===== src/rtl/pipe_reg_en_pkg.sv =====
// Shared helpers for the elastic pipeline register slice.
// Holds the count-width function used by the interface and the top level.
package pipe_reg_en_pkg;

  // Bits needed to represent 0..depth inclusive.
  function automatic int clog2_cnt(input int depth);
    if (depth < 1) begin
      return 1;
    end
    return $clog2(depth + 1);
  endfunction

endpackage


===== src/rtl/pipe_reg_en_if.sv =====
// Handshake bundle for pipe_reg_en: upstream push, downstream pop, flush and occupancy.
interface pipe_reg_en_if
  import pipe_reg_en_pkg::*;
#(
  parameter int WIDTH = 16,
  parameter int DEPTH = 2
);

  localparam int CW = clog2_cnt(DEPTH);

  // A transfer happens on a rising edge where valid and ready are both 1.
  // The producer holds valid and data stable until that edge; ready may
  // depend combinationally on the consumer's ready but never on valid.
  logic             flush;
  logic             in_valid;
  logic [WIDTH-1:0] in_data;
  logic             in_ready;
  logic             out_valid;
  logic [WIDTH-1:0] out_data;
  logic             out_ready;
  logic [CW-1:0]    count;

  modport master (
    output flush,
    output in_valid,
    output in_data,
    output out_ready,
    input  in_ready,
    input  out_valid,
    input  out_data,
    input  count
  );

  modport slave (
    input  flush,
    input  in_valid,
    input  in_data,
    input  out_ready,
    output in_ready,
    output out_valid,
    output out_data,
    output count
  );

endinterface


===== src/rtl/pipe_reg_en_stage.sv =====
// One elastic stage: a valid bit plus WIDTH data bits, loaded when the
// downstream ready chain says this slot may move.
module pipe_stage #(
  parameter int               WIDTH     = 16,
  parameter logic [WIDTH-1:0] RESET_VAL = '0
) (
  input  logic             clk,
  input  logic             rst_n,
  input  logic             flush,
  input  logic             load,
  input  logic             src_valid,
  input  logic [WIDTH-1:0] src_data,
  output logic             valid,
  output logic [WIDTH-1:0] data
);

  // Flush outranks load and hold so a squash always empties the slot.
  always_ff @(posedge clk or negedge rst_n) begin
    if (!rst_n) begin
      valid <= 1'b0;
      data  <= RESET_VAL;
    end else if (flush) begin
      valid <= 1'b0;
      data  <= RESET_VAL;
    end else if (load) begin
      valid <= src_valid;
      data  <= src_data;
    end
  end

endmodule


===== src/rtl/pipe_reg_en.sv =====
// Elastic pipeline register: DEPTH valid-tagged stages with bubble collapse,
// synchronous flush and a registered occupancy count.
module pipe_reg_en
  import pipe_reg_en_pkg::*;
#(
  parameter int               WIDTH     = 16,
  parameter int               DEPTH     = 2,
  parameter logic [WIDTH-1:0] RESET_VAL = '0
) (
  input  logic         clk,
  input  logic         rst_n,
  pipe_reg_en_if.slave bus
);

  localparam int CW = clog2_cnt(DEPTH);

  logic [DEPTH-1:0] v;
  logic [DEPTH-1:0] rdy;
  logic [WIDTH-1:0] d [DEPTH];
  logic [CW-1:0]    cnt;
  logic             accept;
  logic             pop;

  // A stage may move if it is empty or everything ahead of it can move;
  // this makes out_ready reach in_ready combinationally when full.
  always_comb begin
    rdy = '0;
    rdy[DEPTH-1] = ~v[DEPTH-1] | bus.out_ready;
    for (int i = DEPTH - 2; i >= 0; i--) begin
      rdy[i] = ~v[i] | rdy[i+1];
    end
  end

  for (genvar g = 0; g < DEPTH; g++) begin : g_stage
    logic             src_v;
    logic [WIDTH-1:0] src_d;

    if (g == 0) begin : g_head
      assign src_v = bus.in_valid & ~bus.flush;
      assign src_d = bus.in_data;
    end else begin : g_body
      assign src_v = v[g-1];
      assign src_d = d[g-1];
    end

    pipe_stage #(
      .WIDTH     (WIDTH),
      .RESET_VAL (RESET_VAL)
    ) u_stage (
      .clk       (clk),
      .rst_n     (rst_n),
      .flush     (bus.flush),
      .load      (rdy[g]),
      .src_valid (src_v),
      .src_data  (src_d),
      .valid     (v[g]),
      .data      (d[g])
    );
  end

  assign bus.in_ready  = rdy[0] & ~bus.flush;
  assign bus.out_valid = v[DEPTH-1];
  assign bus.out_data  = d[DEPTH-1];
  assign bus.count     = cnt;

  assign accept = bus.in_valid & bus.in_ready;
  assign pop    = bus.out_valid & bus.out_ready;

  // Tracks the popcount of v without an adder tree: +1/-1 per edge.
  always_ff @(posedge clk or negedge rst_n) begin
    if (!rst_n) begin
      cnt <= '0;
    end else if (bus.flush) begin
      cnt <= '0;
    end else if (accept && !pop) begin
      cnt <= cnt + CW'(1);
    end else if (pop && !accept) begin
      cnt <= cnt - CW'(1);
    end
  end

endmodule


===== src/flat_wrapper.sv =====
// flat-port wrapper written by rule: the top's interface ports become plain ports
module pipe_reg_en_flat import pipe_reg_en_pkg::*;
#(
  parameter int               WIDTH     = 16,
  parameter int               DEPTH     = 2,
  parameter logic [WIDTH-1:0] RESET_VAL = '0
)
  (clk, rst_n, bus_flush, bus_in_valid, bus_in_data, bus_out_ready, bus_in_ready, bus_out_valid, bus_out_data, bus_count);
  pipe_reg_en_if #(.WIDTH(WIDTH), .DEPTH(DEPTH)) bus_i ();
  input  logic clk;
  input  logic rst_n;
  input wire logic [$bits(bus_i.flush)-1:0] bus_flush;
  input wire logic [$bits(bus_i.in_valid)-1:0] bus_in_valid;
  input wire logic [$bits(bus_i.in_data)-1:0] bus_in_data;
  input wire logic [$bits(bus_i.out_ready)-1:0] bus_out_ready;
  output wire logic [$bits(bus_i.in_ready)-1:0] bus_in_ready;
  output wire logic [$bits(bus_i.out_valid)-1:0] bus_out_valid;
  output wire logic [$bits(bus_i.out_data)-1:0] bus_out_data;
  output wire logic [$bits(bus_i.count)-1:0] bus_count;
  assign bus_i.flush = bus_flush;
  assign bus_i.in_valid = bus_in_valid;
  assign bus_i.in_data = bus_in_data;
  assign bus_i.out_ready = bus_out_ready;
  assign bus_in_ready = bus_i.in_ready;
  assign bus_out_valid = bus_i.out_valid;
  assign bus_out_data = bus_i.out_data;
  assign bus_count = bus_i.count;
  pipe_reg_en #(.WIDTH(WIDTH), .DEPTH(DEPTH), .RESET_VAL(RESET_VAL)) u_core (.clk(clk), .rst_n(rst_n), .bus(bus_i));
endmodule

===== config.mk =====
export PLATFORM = sky130hd
export DESIGN_NAME = pipe_reg_en_flat
export DESIGN_NICKNAME = d
export VERILOG_FILES = /design/src/rtl/pipe_reg_en_pkg.sv /design/src/rtl/pipe_reg_en_if.sv /design/src/rtl/pipe_reg_en_stage.sv /design/src/rtl/pipe_reg_en.sv /design/src/flat_wrapper.sv
export SDC_FILE = /design/constraint.sdc
export NUM_CORES = 1
export LEC_CHECK = 0
export CORE_MARGIN = 4
export CORE_UTILIZATION = 48
export CTS_CLUSTER_SIZE = 24
export DETAILED_ROUTE_END_ITERATION = 16
export GPL_ROUTABILITY_DRIVEN = 1
export PLACE_DENSITY_LB_ADDON = 0.08
export SETUP_SLACK_MARGIN = 0.02
export SYNTH_ARGS = -nofsm -noshare
export SYNTH_HDL_FRONTEND = slang
export SYNTH_SLANG_ARGS = --single-unit

===== constraint.sdc =====
create_clock -name clk -period 1.4 [get_ports clk]
set_input_delay 0.35 -clock clk [delete_from_list [all_inputs] [get_ports clk]]
set_output_delay 0.35 -clock clk [all_outputs]
set_load 0.005 [all_outputs]

== Word level (Yosys, flattened, before mapping) ==
Index checks and enable logic that the tools add are counted.

* Register bits after elaboration: 36
* Bits in latches: 0
* RAM bits: 0
* Bits in read-only memories: 0
* Input port bits: 21
* Output and inout bits: 20
* Word-level logic and storage cells: 34
* Memories kept: 0

* Add/sub/neg operators: 2
* Multipliers: 0
* Divide/modulo/power cells: 0
* Order comparisons: 0
* Equal/unequal tests: 0
* Shift-type cells: 0
* Multiplexer cells: 11
* Bitwise operators: 9
* Reductions and logical operators: 7

{| class="wikitable"
|+ Operators by type and width
! kind !! count
|-
| 2-to-1 mux 16 bit || 4
|-
| 2-to-1 mux 2 bit || 3
|-
| bitwise AND 1 bit || 4
|-
| 2-to-1 mux 1 bit || 4
|-
| nonzero test 2 bit || 2
|-
| inverter 1 bit || 3
|-
| nonzero test 3 bit || 1
|-
| adder 2 x 1 -> 2 bit, second input constant || 1
|-
| logical AND 1 bit || 2
|-
| zero test 1 bit || 2
|-
| OR 1 bit || 2
|-
| subtractor 2 x 1 -> 2 bit, second input constant || 1
|}

== Longest topological paths before layout ==
* Depth in word-level cells: 10
* Depth in mapped cells: 5
* Mapped depth without buffers: 3

== Hierarchy ==
Synthesis repeated with hierarchy kept, for this count alone.

* Cell total of the unflattened synthesis: 127
* Area total of the unflattened synthesis: 1555.2 um2

{| class="wikitable"
|+ By module, submodules not included
! module !! instances !! cells an instance !! area each (um2) !! seq. area each (um2)
|-
| pipe_stage || 2 || 55 || 699.4 || 425.4
|-
| pipe_reg_en || 1 || 17 || 156.4 || 50.0
|}

== Worst setup path before layout ==
Ideal clock, no wire load.

* Path kind: reg2out
* Start point: register u_core.g_stage[1].u_stage.valid
* End point: output port bus_in_ready
* Arrival: 971 ps
* Required time: 1050 ps
* Setup slack: 79 ps
* Stages on the path, launching flop included: 5
* Buffers on the path: 2
* Cell sequence: dfrtp_1 > and3b_1 > buf_6 > buf_12 > nor2_1

* Cells in the longest elaborated chain, start to end: 4

{| class="wikitable"
|+ RTL lines
! item !! line !! RTL
|-
| start: declaration || pipe_reg_en_stage.sv:13 || <nowiki>output logic valid,</nowiki>
|-
| start signal: assignment || pipe_reg_en_stage.sv:26 || <nowiki>valid <= src_valid;</nowiki>
|-
| inverter 1 bit || pipe_reg_en.sv:28 || <nowiki>rdy[DEPTH-1] = ~v[DEPTH-1] | bus.out_ready;</nowiki>
|-
| OR 1 bit || pipe_reg_en.sv:28 ||
|-
| OR 1 bit || pipe_reg_en.sv:30 || <nowiki>rdy[i] = ~v[i] | rdy[i+1];</nowiki>
|-
| bitwise AND 1 bit || pipe_reg_en.sv:61 || <nowiki>assign bus.in_ready = rdy[0] & ~bus.flush;</nowiki>
|-
| end: declaration || flat_wrapper.sv:16 || <nowiki>output wire logic [$bits(bus_i.in_ready)-1:0] bus_in_ready;</nowiki>
|}

No other way between the ends.

== Final worst setup path ==
Ends and elaborated chain as after synthesis.

==> results_dict.tcl <==
set metrics [dict create \
    r2r_cells 5 \
    critPathKind "reg2out" \
    end_kind "output pin" \
    path_max_fanout 2 \
    ant_nets 0 \
    tns_ns -0.320 \
    slew_headroom_pct 71.1 \
    finalInstanceArea_sq_mm 0.00223 \
    finalNetCount 248 \
    cts_tree "yes" \
    htree_levels 2 \
    wl_um 3490 \
    syn_area_per_cell_sq_um 9.64 \
    cts_sinks 36 \
    start_util_pct 50.6 \
    rsz0062_at_grt "yes" \
    die_area_sq_mm 0.00425 \
    hold_path_class "in2async" \
    period_share_pct 108 \
    gp_congestion 0.735 \
    synth-seq-area-share_pct 57.3 \
    numPortBuffers 40 \
    worst_path_max_delay_cell "dfrtp_1" \
    cts_buffer_depth 2 \
    rows 20 \
    clock_latency_ns 0.34 \
    grt_pass1_wl_um 5750 \
    required_ns 1.05 \
    drv_cap 0 \
    syn_nets 184 \
    overflow 0 \
    synth_flop_cell "dfrtp_1" \
    drc_errors 0 \
    drive_above_1_share_pct 25.6 \
    cts-buffers-inserted 5 \
    hold_viol_final 0 \
    grt_pass1_vias 1286 \
    path_cells "and3b_2 -> nor2_4 -> buf_2" \
    setup_viol 4 \
    worstPathArrival_ns 1.17 \
    synth.cell_area_sq_mm 0.00157 \
    slew_violations 0 \
    async_reset_ff_share_pct 100 \
    grt_start_max_net_pins 39 \
    dr.pass1.iters 4 \
    io_pins 41 \
    ys_ff_latch 36 \
    die_x_um 65.2 \
    power.total_mw 2.04 \
    period_needed_ns 1.52 \
    critPathLaunchType "register" \
    antenna_found_initial 0 \
    synthToLayoutAreaGrowth_pct 41.8 \
    hpwl_um 2360 \
    layout_setup_ws_ns -0.116 \
    vias 1306 \
    r2r_start "u_core.g_stage[1].u_stage.valid" \
    synth_cells 163 \
    synth.distinct_cells 22 \
    n_antenna_cell 0 \
    die_h_um 65.2 \
    ctsRootBufferMaster "clkbuf_4" \
    avgRoutedWirePerCell_um 12.9 \
    max_freq_mhz 660 \
    dpl-instance-area_sq_mm 0.00204 \
    clk_pin_slew_ns 0.10 \
    core_sq_mm 0.00310 \
    synth_edf_count 0 \
    worst_ir_drop_vdd_mv 0.586 \
    worstMarginPinSlew_ns 0.433 \
    skew_ns 0.00540 \
    routed_via_density 4.82 \
    grt_usage_pct 18.0 \
    failed_checks "negative setup slack" \
    power_density_mw_per_mm2 915 \
    p_leak_nw 1.07 \
    rrSetupSlack_ns -0.03 \
    cpPeakStageDelay_ns 0.39 \
    status "finished, violations left" \
    dr.first_iter.drc_count 81 \
    ys_warn_count 0 \
    r2r-end "u_core.bus.count[1]" \
]
[state kept, by name (all words and copies together) (netlist names)]
signal	cells
u_core.bus.count	2
u_core.g_stage.u_stage.data	32
u_core.g_stage.u_stage.valid	2
[power by group]
part | leakage, nW | total, mW | internal, mW | switching [mW]
logic | 0.557 | 0.308 | 0.174 | 0.134
registers | 0.475 | 1.12 | 1.09 | 0.0284
clock network | 0.0374 | 0.610 | 0.285 | 0.325
[cells in the final DEF (no fill, tap or decap), drive strengths merged]
| cell type | count |
|---|---|
| o21ai | 1 |
| nor2 | 7 |
| nand2b | 1 |
| mux2 | 2 |
| clkdlybuf4s50 | 18 |
| clkdlybuf4s15 | 12 |
| a21oi | 33 |
| and4bb | 1 |
| dfrtp | 36 |
| nor2b | 3 |
| clkbuf | 7 |
| and3b | 2 |
| dlygate4sd3 | 1 |
| nand3b | 1 |
| dlygate4sd2 | 7 |
| nand2 | 64 |
| buf | 30 |
| a31oi | 1 |
[Yosys cell counts (2+ instances only)]
master | instances | area share, %
buf_2 | 3 | 0.96
nand2_2 | 3 | 1.2
nor2_1 | 7 | 1.7
a21oi_1 | 23 | 7.3
dfrtp_1 | 36 | 57
nor2b_1 | 3 | 1.2
a21oi_2 | 10 | 5.6
nand2_1 | 61 | 15
buf_4 | 2 | 0.96
buf_6 | 3 | 2.1
[layer usage]
layer | part of all wire, % | wire (um) | global-route usage [%] | vias to the layer above
li1 | - | - | - | 657
met1 | 40 | 1410 | 20.0 | 611
met2 | 53 | 1850 | 32.0 | 30
met3 | 4.6 | 160 | 4.44 | 8
met4 | 2.1 | 74 | 8.55 | 0
met5 | 0 | 0 | 0 | -
[how the worst max path moves through the flow]
stage                                          from  slack [ns]      endpoint  depth (start not counted)
finish              u_core.g_stage[1].u_stage.valid       -0.12  bus_in_ready                          3
global route        u_core.g_stage[1].u_stage.valid       -0.17  bus_in_ready                          3
CTS                 u_core.g_stage[1].u_stage.valid       -0.17  bus_in_ready                          3
detailed placement                    bus_out_ready       -0.67  bus_in_ready                          4
global placement                      bus_out_ready       -0.66  bus_in_ready                          4
floorplan           u_core.g_stage[1].u_stage.valid        0.08  bus_in_ready                          4
[critical path: cells and delay by family (launching register included)]
kind	cells	cell delay [ns]
DFF	1	0.39
and+or+nand+nor	2	0.32
buffers and inverters	1	0.11
[area by class of cell]
| class | instances | area, sq um |
|---|---|---|
| clock buffer | 7 | 65.1 |
| tap | 44 | 55.1 |
| multi-input combinational | 116 | 594 |
| sequential | 36 | 901 |
| timing repair buffer | 68 | 613 |
| fill | 261 | 875 |
[timing repair]
action / 4_1_cts / 5_1_grt
cloned: 0 / 0
hold buffers: 1 / 0
buffers inserted: 9 / 6
setup endpoints to repair: 22 / 17
gates resized for setup: 29 / 19
pin swaps: 1 / 2
endpoints found under the hold margin: 16 / 0
[metrics by stage]
step / std cells / hold WS [ns] / setup WS (ns) / utilization [%]
2_1_floorplan: 163 / 0.0544 / 0.0791 / -
3_3_place_gp: 249 / 0.287 / -0.662 / 65.7
3_5_place_dp: 249 / 0.295 / -0.674 / 65.7
4_1_cts: 265 / 0.466 / -0.165 / 69.2
5_1_grt: 271 / 0.470 / -0.174 / 71.8
6_report: 271 / 0.456 / -0.116 / 71.8
[logic make-up after synthesis]
kind of cell,Yosys count,synth area share [%]
DFF,36,57.3
and+or+nand+nor,79,21.7
AOI/OAI and AO/OA,35,13.6
muxes,2,1.43
buffers and inverters,11,5.89
No activity file was read; power rests on OpenSTA's default activity.
